==> config.mk <==
export PLATFORM = sky130hd
export DESIGN_NAME = mc_ctrl
export DESIGN_NICKNAME = d
export VERILOG_FILES = /design/src/rtl/mc_ctrl_pkg.sv /design/src/rtl/mc_ctrl_decode.sv /design/src/rtl/mc_ctrl.sv
export SDC_FILE = /design/constraint.sdc
export NUM_CORES = 1
export LEC_CHECK = 0
export BUFFER_PORTS_ARGS = -buffer_cell sky130_fd_sc_hd__buf_2
export CAP_MARGIN = 20
export CORE_ASPECT_RATIO = 0.7
export CORE_MARGIN = 1.5
export CORE_UTILIZATION = 50
export CTS_CLUSTER_SIZE = 14
export DETAILED_ROUTE_END_ITERATION = 12
export PLACE_DENSITY = 0.72
export SLEW_MARGIN = 20
export SYNTH_ARGS = -nofsm -noshare
export SYNTH_HDL_FRONTEND = slang
export SYNTH_SLANG_ARGS = --single-unit
==> constraint.sdc <==
create_clock -name clk -period 4.1 [get_ports clk]
set_clock_uncertainty 0.2 [all_clocks]
set_input_delay 0 -clock clk [delete_from_list [all_inputs] [get_ports clk]]
set_output_delay 0 -clock clk [all_outputs]
set_load 0.05 [all_outputs]
==> src/rtl/mc_ctrl_pkg.sv <==
// Shared encodings for the multi-cycle MIPS control FSM: states, instruction
// classes, opcode/funct values and datapath control codes.
package mc_ctrl_pkg;

  typedef enum logic [2:0] {
    ST_IDLE   = 3'd0,
    ST_FETCH  = 3'd1,
    ST_DECODE = 3'd2,
    ST_EXEC   = 3'd3,
    ST_MEM    = 3'd4,
    ST_WB     = 3'd5,
    ST_FAULT  = 3'd6
  } state_e;

  typedef enum logic [2:0] {
    IC_ALU     = 3'd0,
    IC_LOAD    = 3'd1,
    IC_STORE   = 3'd2,
    IC_BRANCH  = 3'd3,
    IC_JUMP    = 3'd4,
    IC_JAL     = 3'd5,
    IC_JR      = 3'd6,
    IC_ILLEGAL = 3'd7
  } iclass_e;

  localparam logic [5:0] OP_RTYPE = 6'b000000;
  localparam logic [5:0] OP_ORI   = 6'b001101;
  localparam logic [5:0] OP_ADDI  = 6'b001000;
  localparam logic [5:0] OP_LUI   = 6'b001111;
  localparam logic [5:0] OP_LW    = 6'b100011;
  localparam logic [5:0] OP_SW    = 6'b101011;
  localparam logic [5:0] OP_BEQ   = 6'b000100;
  localparam logic [5:0] OP_J     = 6'b000010;
  localparam logic [5:0] OP_JAL   = 6'b000011;

  localparam logic [5:0] FN_ADDU  = 6'b100001;
  localparam logic [5:0] FN_SUBU  = 6'b100011;
  localparam logic [5:0] FN_JR    = 6'b001000;

  localparam logic [1:0] ALU_ADD  = 2'b00;
  localparam logic [1:0] ALU_SUB  = 2'b01;
  localparam logic [1:0] ALU_OR   = 2'b10;
  localparam logic [1:0] ALU_LUI  = 2'b11;

  localparam logic [1:0] RS_ALU   = 2'b00;
  localparam logic [1:0] RS_DM    = 2'b01;
  localparam logic [1:0] RS_ONE   = 2'b10;
  localparam logic [1:0] RS_NPC   = 2'b11;

  localparam logic [1:0] RD_RT    = 2'b00;
  localparam logic [1:0] RD_RD    = 2'b01;
  localparam logic [1:0] RD_R30   = 2'b10;
  localparam logic [1:0] RD_R31   = 2'b11;

  localparam logic [1:0] FLT_NONE    = 2'b00;
  localparam logic [1:0] FLT_ILLEGAL = 2'b01;
  localparam logic [1:0] FLT_TIMEOUT = 2'b10;

endpackage

==> src/rtl/mc_ctrl_decode.sv <==
// Combinational instruction classifier: opcode/funct to instruction class plus
// the per-instruction ALU, extender and operand-select controls.
module mc_ctrl_decode
  import mc_ctrl_pkg::*;
(
  input  logic [5:0] op,
  input  logic [5:0] fn,
  output logic [2:0] iclass_c,
  output logic [1:0] alu_ctl_c,
  output logic       ext_op_c,
  output logic       alu_src_c
);

  always_comb begin
    iclass_c  = IC_ILLEGAL;
    alu_ctl_c = ALU_ADD;
    ext_op_c  = 1'b0;
    alu_src_c = 1'b0;
    case (op)
      OP_RTYPE: begin
        case (fn)
          FN_ADDU: iclass_c = IC_ALU;
          FN_SUBU: begin
            iclass_c  = IC_ALU;
            alu_ctl_c = ALU_SUB;
          end
          FN_JR:   iclass_c = IC_JR;
          default: iclass_c = IC_ILLEGAL;
        endcase
      end
      OP_ORI: begin
        iclass_c  = IC_ALU;
        alu_ctl_c = ALU_OR;
        alu_src_c = 1'b1;
      end
      OP_ADDI: begin
        iclass_c  = IC_ALU;
        alu_src_c = 1'b1;
        ext_op_c  = 1'b1;
      end
      OP_LUI: begin
        iclass_c  = IC_ALU;
        alu_ctl_c = ALU_LUI;
        alu_src_c = 1'b1;
      end
      OP_LW: begin
        iclass_c  = IC_LOAD;
        alu_src_c = 1'b1;
        ext_op_c  = 1'b1;
      end
      OP_SW: begin
        iclass_c  = IC_STORE;
        alu_src_c = 1'b1;
        ext_op_c  = 1'b1;
      end
      OP_BEQ: begin
        iclass_c  = IC_BRANCH;
        alu_ctl_c = ALU_SUB;
      end
      OP_J:    iclass_c = IC_JUMP;
      OP_JAL:  iclass_c = IC_JAL;
      default: iclass_c = IC_ILLEGAL;
    endcase
  end

endmodule

==> src/rtl/mc_ctrl.sv <==
// Multi-cycle MIPS control FSM: sequences fetch/decode/execute/memory/writeback,
// handshakes with data memory under a timeout, and counts retired instructions.
module mc_ctrl
  import mc_ctrl_pkg::*;
#(
  parameter int unsigned MEM_TIMEOUT = 16,
  parameter int unsigned CNT_W       = 32
) (
  input  logic             clk,
  input  logic             rst,
  input  logic             run,
  input  logic [5:0]       opcode,
  input  logic [5:0]       funct,
  input  logic             overflow,
  input  logic             mem_ack,
  output logic [1:0]       alu_ctl,
  output logic             ext_op,
  output logic [1:0]       reg_src,
  output logic [1:0]       reg_dst,
  output logic             alu_src,
  output logic             npc_sel,
  output logic             j_ctl,
  output logic             jr_ctl,
  output logic             reg_write,
  output logic             mem_write,
  output logic             pc_we,
  output logic             ir_we,
  output logic             mem_req,
  output logic             halted,
  output logic [1:0]       fault,
  output logic [CNT_W-1:0] retired
);

  localparam int unsigned WAIT_W = $clog2(MEM_TIMEOUT);

  state_e            state_q, state_d;
  logic [5:0]        op_q, op_d;
  logic [5:0]        fn_q, fn_d;
  logic [WAIT_W-1:0] wait_q, wait_d;
  logic [1:0]        fault_q, fault_d;
  logic [CNT_W-1:0]  retired_q, retired_d;

  logic [2:0]        dec_class;
  iclass_e           icls;
  logic [1:0]        dec_alu_ctl;
  logic              dec_ext_op;
  logic              dec_alu_src;
  logic              retire;

  // In DECODE the classifier sees the live IR so legality is known before latching.
  always_comb begin
    op_d = op_q;
    fn_d = fn_q;
    if (state_q == ST_DECODE) begin
      op_d = opcode;
      fn_d = funct;
    end
  end

  mc_ctrl_decode u_decode (
    .op        (op_d),
    .fn        (fn_d),
    .iclass_c  (dec_class),
    .alu_ctl_c (dec_alu_ctl),
    .ext_op_c  (dec_ext_op),
    .alu_src_c (dec_alu_src)
  );

  assign icls = iclass_e'(dec_class);

  always_comb begin
    state_d   = state_q;
    wait_d    = wait_q;
    fault_d   = fault_q;
    retired_d = retired_q;
    retire    = 1'b0;
    alu_ctl   = ALU_ADD;
    ext_op    = 1'b0;
    reg_src   = RS_ALU;
    reg_dst   = RD_RT;
    alu_src   = 1'b0;
    npc_sel   = 1'b0;
    j_ctl     = 1'b0;
    jr_ctl    = 1'b0;
    reg_write = 1'b0;
    mem_write = 1'b0;
    pc_we     = 1'b0;
    ir_we     = 1'b0;
    mem_req   = 1'b0;
    halted    = 1'b0;

    case (state_q)
      ST_IDLE: begin
        halted = 1'b1;
        if (run) state_d = ST_FETCH;
      end
      ST_FETCH: begin
        ir_we   = 1'b1;
        state_d = ST_DECODE;
      end
      ST_DECODE: begin
        if (icls == IC_ILLEGAL) begin
          state_d = ST_FAULT;
          fault_d = FLT_ILLEGAL;
        end else begin
          state_d = ST_EXEC;
        end
      end
      ST_EXEC: begin
        alu_ctl = dec_alu_ctl;
        ext_op  = dec_ext_op;
        alu_src = dec_alu_src;
        case (icls)
          IC_ALU:             state_d = ST_WB;
          IC_LOAD, IC_STORE:  state_d = ST_MEM;
          IC_BRANCH: begin
            npc_sel = 1'b1;
            pc_we   = 1'b1;
            retire  = 1'b1;
          end
          IC_JUMP: begin
            j_ctl  = 1'b1;
            pc_we  = 1'b1;
            retire = 1'b1;
          end
          IC_JAL: begin
            j_ctl     = 1'b1;
            reg_dst   = RD_R31;
            reg_src   = RS_NPC;
            reg_write = 1'b1;
            pc_we     = 1'b1;
            retire    = 1'b1;
          end
          IC_JR: begin
            jr_ctl = 1'b1;
            pc_we  = 1'b1;
            retire = 1'b1;
          end
          default: begin
            state_d = ST_FAULT;
            fault_d = FLT_ILLEGAL;
          end
        endcase
      end
      ST_MEM: begin
        mem_req = 1'b1;
        alu_ctl = dec_alu_ctl;
        ext_op  = dec_ext_op;
        alu_src = dec_alu_src;
        if (mem_ack) begin
          wait_d = '0;
          if (icls == IC_STORE) begin
            mem_write = 1'b1;
            pc_we     = 1'b1;
            retire    = 1'b1;
          end else begin
            state_d = ST_WB;
          end
        end else if (wait_q == WAIT_W'(MEM_TIMEOUT - 1)) begin
          wait_d  = '0;
          state_d = ST_FAULT;
          fault_d = FLT_TIMEOUT;
        end else begin
          wait_d = wait_q + WAIT_W'(1);
        end
      end
      ST_WB: begin
        reg_write = 1'b1;
        pc_we     = 1'b1;
        retire    = 1'b1;
        if (icls == IC_LOAD) begin
          reg_src = RS_DM;
          reg_dst = RD_RT;
        end else begin
          // ALU result must stay stable while the GPR captures it.
          alu_ctl = dec_alu_ctl;
          ext_op  = dec_ext_op;
          alu_src = dec_alu_src;
          reg_dst = (op_q == OP_RTYPE) ? RD_RD : RD_RT;
          if (op_q == OP_ADDI && overflow) begin
            reg_src = RS_ONE;
            reg_dst = RD_R30;
          end
        end
      end
      ST_FAULT: halted = 1'b1;
      default:  state_d = ST_IDLE;
    endcase

    if (retire) begin
      retired_d = retired_q + CNT_W'(1);
      state_d   = run ? ST_FETCH : ST_IDLE;
    end
  end

  always_ff @(posedge clk) begin
    if (rst) begin
      state_q   <= ST_IDLE;
      op_q      <= '0;
      fn_q      <= '0;
      wait_q    <= '0;
      fault_q   <= FLT_NONE;
      retired_q <= '0;
    end else begin
      state_q   <= state_d;
      op_q      <= op_d;
      fn_q      <= fn_d;
      wait_q    <= wait_d;
      fault_q   <= fault_d;
      retired_q <= retired_d;
    end
  end

  assign fault   = fault_q;
  assign retired = retired_q;

endmodule

==> run summary, run 1 <==
CP required - 3900 ps
critical path's slowest cell - nor3b_2
top cell type by total area after synthesis - dfxtp_1
Synth Area in Simple Gates - 34.42%
final setup vio count - 0
nets - 515
syn_nets - 445
starting density of the core - 51.42%
IO Port Bufs - 67
ys flop type - dfxtp_1
mean routed wirelength per cell - 14.92 µm
Hold Path Depth - 2
share of layout cells above drive strength 1 - 19.52%
adder-cell share of the synthesized area - 0.7868%
final setup margin - 543.7 ps
clock sink count - 53
CTS buffer count - 5
Core ar. - 6186 µm²
dpl ws - 830.9 ps
Reg clk slew, reported paths - 110 ps
peak supply drop - 0.0002070 V
final-layout fill cell count - 592
Inserted Diodes - 0
top post-synthesis cells by count - 59 x nand2_1, 53 x dfxtp_1, 51 x a21oi_1
Die H - 69.73 µm
final WL - 8578 µm
initial antenna violation count - 0
cells on worst reg2reg path - 9
Synth top area share - 33.36%
multi-input gate area in the final layout - 1976 µm²
Synth Area in XOR/XNOR - 1.101%
first-pass GRT wire length - 14300 µm
Layout Area Growth over Synthesis - 19.55%
Vias - 3421
crit share post-route - 86.74%
most common cell in the netlist - nand2_1
Site Rows - 24
DRT antenna net count - 0
Synth cell types - 64
largest family of logic cells by synthesized area - simple AND/OR/NAND/NOR gates
RSZ-0062 raised after global routing - false
asr flop ratio synth - 0%
worst-skew pair later-pin latency - 320 ps
WP data arrival - 3360 ps
Die Wd - 98.33 µm
Clk pwr share - 18.2%
Critical Path Max Stage Delay - 540 ps
H-tree depth - 2
endpoints failing hold - 0
initial DRC count - 297
CP Launch Type - register
vias per cell - 5.950
Synthesis Warnings - 0
register area share after synthesis - 33.36%
hold crit path type - input port to register
total power - 1.717 mW
Reg power frac - 36.7%
Total Die Area - 6856 µm²
Post-CTS Setup Inserts - 0
total of max-cap violations - 0
# hold bufs at CTS - 14
pwr dens - 451.5 nW/µm²
clk root buf - clkbuf_8
Net Sw Frac - 44.61%
num ports - 68
NetSw - 0.7658 mW
fin crit period - 3556 ps
Internal - 0.9508 mW
TritonCTS clock tree - yes
cells after synthesis - 426
RD Place Congestion - 0.9969
worst slew pin tran - 986.2 ps
drt pass-1 iters - 6
Sequential Area - 1061 µm²
crit-path cells - nor3b_2 > buf_4 > nand4_1 > o21ai_0 > o211a_1 > nand2_1 > a21oi_1 > nor3_1 > or2_2 > buf_2
largest net degree at the start of global routing - 55
setup TNS - 0 ps
DPL Wire Length - 6105 µm
Crit. End Element - output pin
leading post-synthesis cells by cell area - dfxtp_1 33%, a21oi_1 8.0%, nand2_1 7.0%
gr ovfl total - 0
number of synthesized flops with an enable pin - 0
post-CTS sizing - 0
Comb pwr share - 45.1%
number of remaining DRC errors - 0
GRT Total Usage - 25.39%
synthesized flop and latch total - 53
CP Class - register to output pin
number of global-route vias before repair - 2931
Avg Cell Area, Syn - 7.466 µm²
leakage power total - 1.482 nW
post-synthesis mux area share - 1.259%
CP max FO - 23
Relative slew margins - 34.26%
outcome - completed
compound-gate portion of the synthesized area - 24.55%
final slew viol count - 0
max frequency - 281.2 MHz
Clock Path Buffers - 2
mapped cell area - 3181 µm²
[area by class of cell]
class / instances / share of cell area [%]
flip-flops and latches: 53 / 27.90
repair buffers: 89 / 14.08
well taps: 78 / 2.567
clock buffers: 5 / 1.810
multi-input cells: 337 / 51.96
inverters: 10 / 0.9872
clock inverters: 3 / 0.6910
[stage by stage]
stage / cells / util (%) / hold slack, ps / cell area [µm²]
3_5_place_dp: 553 / 57.67 / 70.52 / 3567
5_1_grt: 575 / 61.47 / 155.8 / 3802
6_report: 575 / 61.47 / 123.6 / 3802
3_3_place_gp: 553 / 57.67 / 67.84 / 3567
4_1_cts: 575 / 61.47 / 118.2 / 3802
2_1_floorplan: 426 / - / -64.03 / 3181
[layer usage]
| metal | global-route usage (%) | share of wire, % |
|---|---|---|
| met1 | 38.94 | 50 |
| met2 | 35.24 | 40 |
| met3 | 5.847 | 8.2 |
| met4 | 6.886 | 1.3 |
| met5 | 0 | 0 |
[worst max-delay path: cells and delay by family (launching register included)]
kind | cells | cell delay [ps]
and+or+nand+nor | 5 | 1160
AOI/OAI and AO/OA | 3 | 850
DFF | 1 | 460
buffers and inverters | 2 | 570
[cell families (layout without fill, tap and decap cells)]
group	Yosys count	after routing
flip-flops	53	53
AO/OA/AOI/OAI	125	125
XOR/XNOR	4	4
buffers and inverters	36	107
multiplexers	4	4
AND/OR/NAND/NOR	202	202
adder cells (fa/ha/maj)	2	2
[state kept, by name, indices dropped and copies added (netlist names)]
signal	flops
fault	2
wait_q	4
retired	32
state_q	3
op_q	6
fn_q	6
[cell usage in the layout (no fill, tap or decap), drive strengths merged, types with 3 or more instances in the layout]
master	Yosys	layout
buf	8	75
nand2	59	59
dfxtp	53	53
a21oi	51	51
nor2	35	35
o21ai	28	28
or3	22	22
nand3	15	15
nor3	14	14
dlygate4sd3	0	14
inv	10	11
or4	10	10
o31ai	10	10
and2	5	5
nor4b	5	5
nand2b	5	5
clkbuf	18	5
nor3b	5	5
mux2i	4	4
and3	4	4
a31oi	4	4
and4	4	4
o311ai	4	4
nor2b	3	3
o22ai	3	3
a311oi	3	3
nand4	3	3
or2	3	3
o221ai	3	3
or4b	3	3
[power groups by stage]
stage | logic, mW | registers [mW] | clock network, mW
global placement | 0.742 | 0.635 | 0
CTS | 0.758 | 0.626 | 0.324
finish | 0.774 | 0.630 | 0.313
global route | 0.840 | 0.637 | 0.343
floorplan | 0.582 | 0.629 | 0
detailed placement | 0.746 | 0.638 | 0
[final timing paths]
| kind | from | endpoint | slack [ps] |
|---|---|---|---|
| worst max-delay path | state_q[1] | alu_src | 540 |
| worst max register to register | state_q[1] | retired[26] | 710 |
| worst min register to register | fault[0] | fault[0] | 260 |
| worst min-delay path | rst | retired[1] | 120 |
No activity file was read; power rests on OpenSTA's default activity.
==> run 2, diff against run 1 <==
PLACE_DENSITY = 0.74   (was 0.72)
==> run summary, run 2 (synthesis results as in run 1) <==
final setup vio count - 0 (unchanged)
vias per cell - 5.949 (about the same)
Sequential Area - 1061 µm² (unchanged)
IO Port Bufs - 67 (unchanged)
endpoints failing hold - 0 (unchanged)
Total Die Area - 6856 µm² (unchanged)
worst-skew pair later-pin latency - 300 ps (-20 ps)
starting density of the core - 51.42% (unchanged)
first-pass GRT wire length - 14170 µm (-0.92%)
final-layout fill cell count - 555 (-6.3%)
max reg flops - 32 (unchanged)
Die H - 69.73 µm (unchanged)
Inserted Diodes - 0 (unchanged)
hold crit path type - input port to register
most common cell after layout, fill and taps aside - buf_2
Relative slew margins - 33.82% (-0.44 points)
crit share post-route - 88.54% (+1.8 points)
mean routed wirelength per cell - 14.93 µm (about the same)
CP max FO - 28 (+22%)
most frequent cells in the layout - 67 x buf_2, 59 x nand2_1, 53 x dfxtp_1, 51 x a21oi_1, 35 x nor2_1
RR Startpoint - state_q[0]
Core ar. - 6186 µm² (unchanged)
cells on worst reg2reg path - 9 (unchanged)
DRT antenna net count - 0 (unchanged)
fin crit period - 3630 ps (+73.72 ps)
R2R Setup Slk - 470 ps (-240 ps)
gr ovfl total - 0 (unchanged)
CP Launch Type - register
share of layout cells above drive strength 1 - 18.62% (-0.89 points)
Site Rows - 24 (unchanged)
clk root buf - clkbuf_8
Layout Area Growth over Synthesis - 18.49%
post-CTS sizing - 0 (unchanged)
Clock Path Buffers - 2 (unchanged)
number of remaining DRC errors - 0 (unchanged)
drt pass-1 iters - 5 (-1)
initial antenna violation count - 0 (unchanged)
num ports - 68 (unchanged)
pwr dens - 449.7 nW/µm² (-0.38%)
final slew viol count - 0 (unchanged)
TritonCTS clock tree - yes
Crit. End Element - register
CTS buffer count - 5 (unchanged)
CP required - 4120 ps (+220 ps)
outcome - completed
largest net degree at the start of global routing - 55 (unchanged)
max frequency - 275.5 MHz (-2.0%)
final WL - 8540 µm (-0.44%)
RSZ-0062 raised after global routing - false
peak supply drop - 0.0001995 V (-3.6%)
RD Place Congestion - 0.9792 (-1.8%)
nets - 512 (-0.58%)
clock sink count - 53 (unchanged)
multi-input gate area in the final layout - 1976 µm² (unchanged)
total power - 1.695 mW (-1.3%)
Reg clk slew, reported paths - 90 ps (-20 ps)
H-tree depth - 2 (unchanged)
final setup margin - 470.0 ps (-73.72 ps)
GRT Total Usage - 24.75% (-0.64 points)
total of max-cap violations - 0 (unchanged)
setup TNS - 0 ps (unchanged)
leakage power total - 1.465 nW (-1.1%)
Vias - 3403 (-0.53%)
Min-Delay Endpoint - op_q[4]
WP data arrival - 3650 ps (+290 ps)
HP Start - rst
Die Wd - 98.33 µm (unchanged)
initial DRC count - 410 (+38%)
Hold Path Depth - 2 (unchanged)
number of global-route vias before repair - 2995 (+2.2%)
worst slew pin tran - 992.7 ps (+6.550 ps)
dpl ws - 538.3 ps (-292.5 ps)
CP Class - register to register
DPL Wire Length - 6271 µm (+2.7%)
reg2reg end - retired[20]
[run 2: how the worst max path moves through the flow]
stage                  end  startpoint  slack (ps)  cells after the start
3_5_place_dp   retired[20]  state_q[2]         540                      9
5_1_grt        retired[30]  state_q[0]         180                      9
4_1_cts        retired[20]  state_q[2]         510                      9
3_3_place_gp   retired[28]  state_q[1]         660                      8
6_report       retired[20]  state_q[0]         470                      9
2_1_floorplan      alu_src  state_q[1]         740                      9
[run 2: repair_timing]
item,in CTS,in global routing
hold endpoints to repair,17,0
buffers inserted,0,0
hold buffers,14,0
[run 2: where the power goes]
| part | switching (mW) | internal [mW] | total (mW) |
|---|---|---|---|
| Sequential | 0.0716 | 0.560 | 0.632 |
| Clock | 0.170 | 0.121 | 0.292 |
| Combinational | 0.513 | 0.258 | 0.771 |
| Total | 0.755 | 0.940 | 1.69 |
[run 2: area by class of cell]
| class | instances | area share, % |
|---|---|---|
| clock buffers | 7 | 2.025 |
| clock inverters | 1 | 0.1992 |
| inverters | 10 | 0.9960 |
| multi-input cells | 337 | 52.42 |
| flip-flops and latches | 53 | 28.15 |
| well taps | 78 | 2.590 |
| repair buffers | 86 | 13.61 |
[run 2: stage by stage]
step	util (%)	hold WS [ps]	cell area, µm²	cells
6_report	60.92	154.7	3769	572
4_1_cts	60.92	136.3	3769	572
3_3_place_gp	57.30	72.38	3545	550
3_5_place_dp	57.30	78.48	3545	550
2_1_floorplan	-	-64.03	3181	426
5_1_grt	60.92	194.1	3769	572
[run 2: metal layers]
metal  wire (µm)  GRT usage, %
met1        4160         37.50
met2        3573         36.07
met3         772         5.746
met4          34         4.225
met5           0             0
[run 2: critical path: stages, from the launching register on]
cell and delay [ps]:
dfxtp_1 570, or3b_1 700, nor2_1 90, a22oi_1 430, nand3_1 210, o2bb2ai_1 430
o311ai_2 120, buf_4 230, or4_1 420, a21oi_1 160
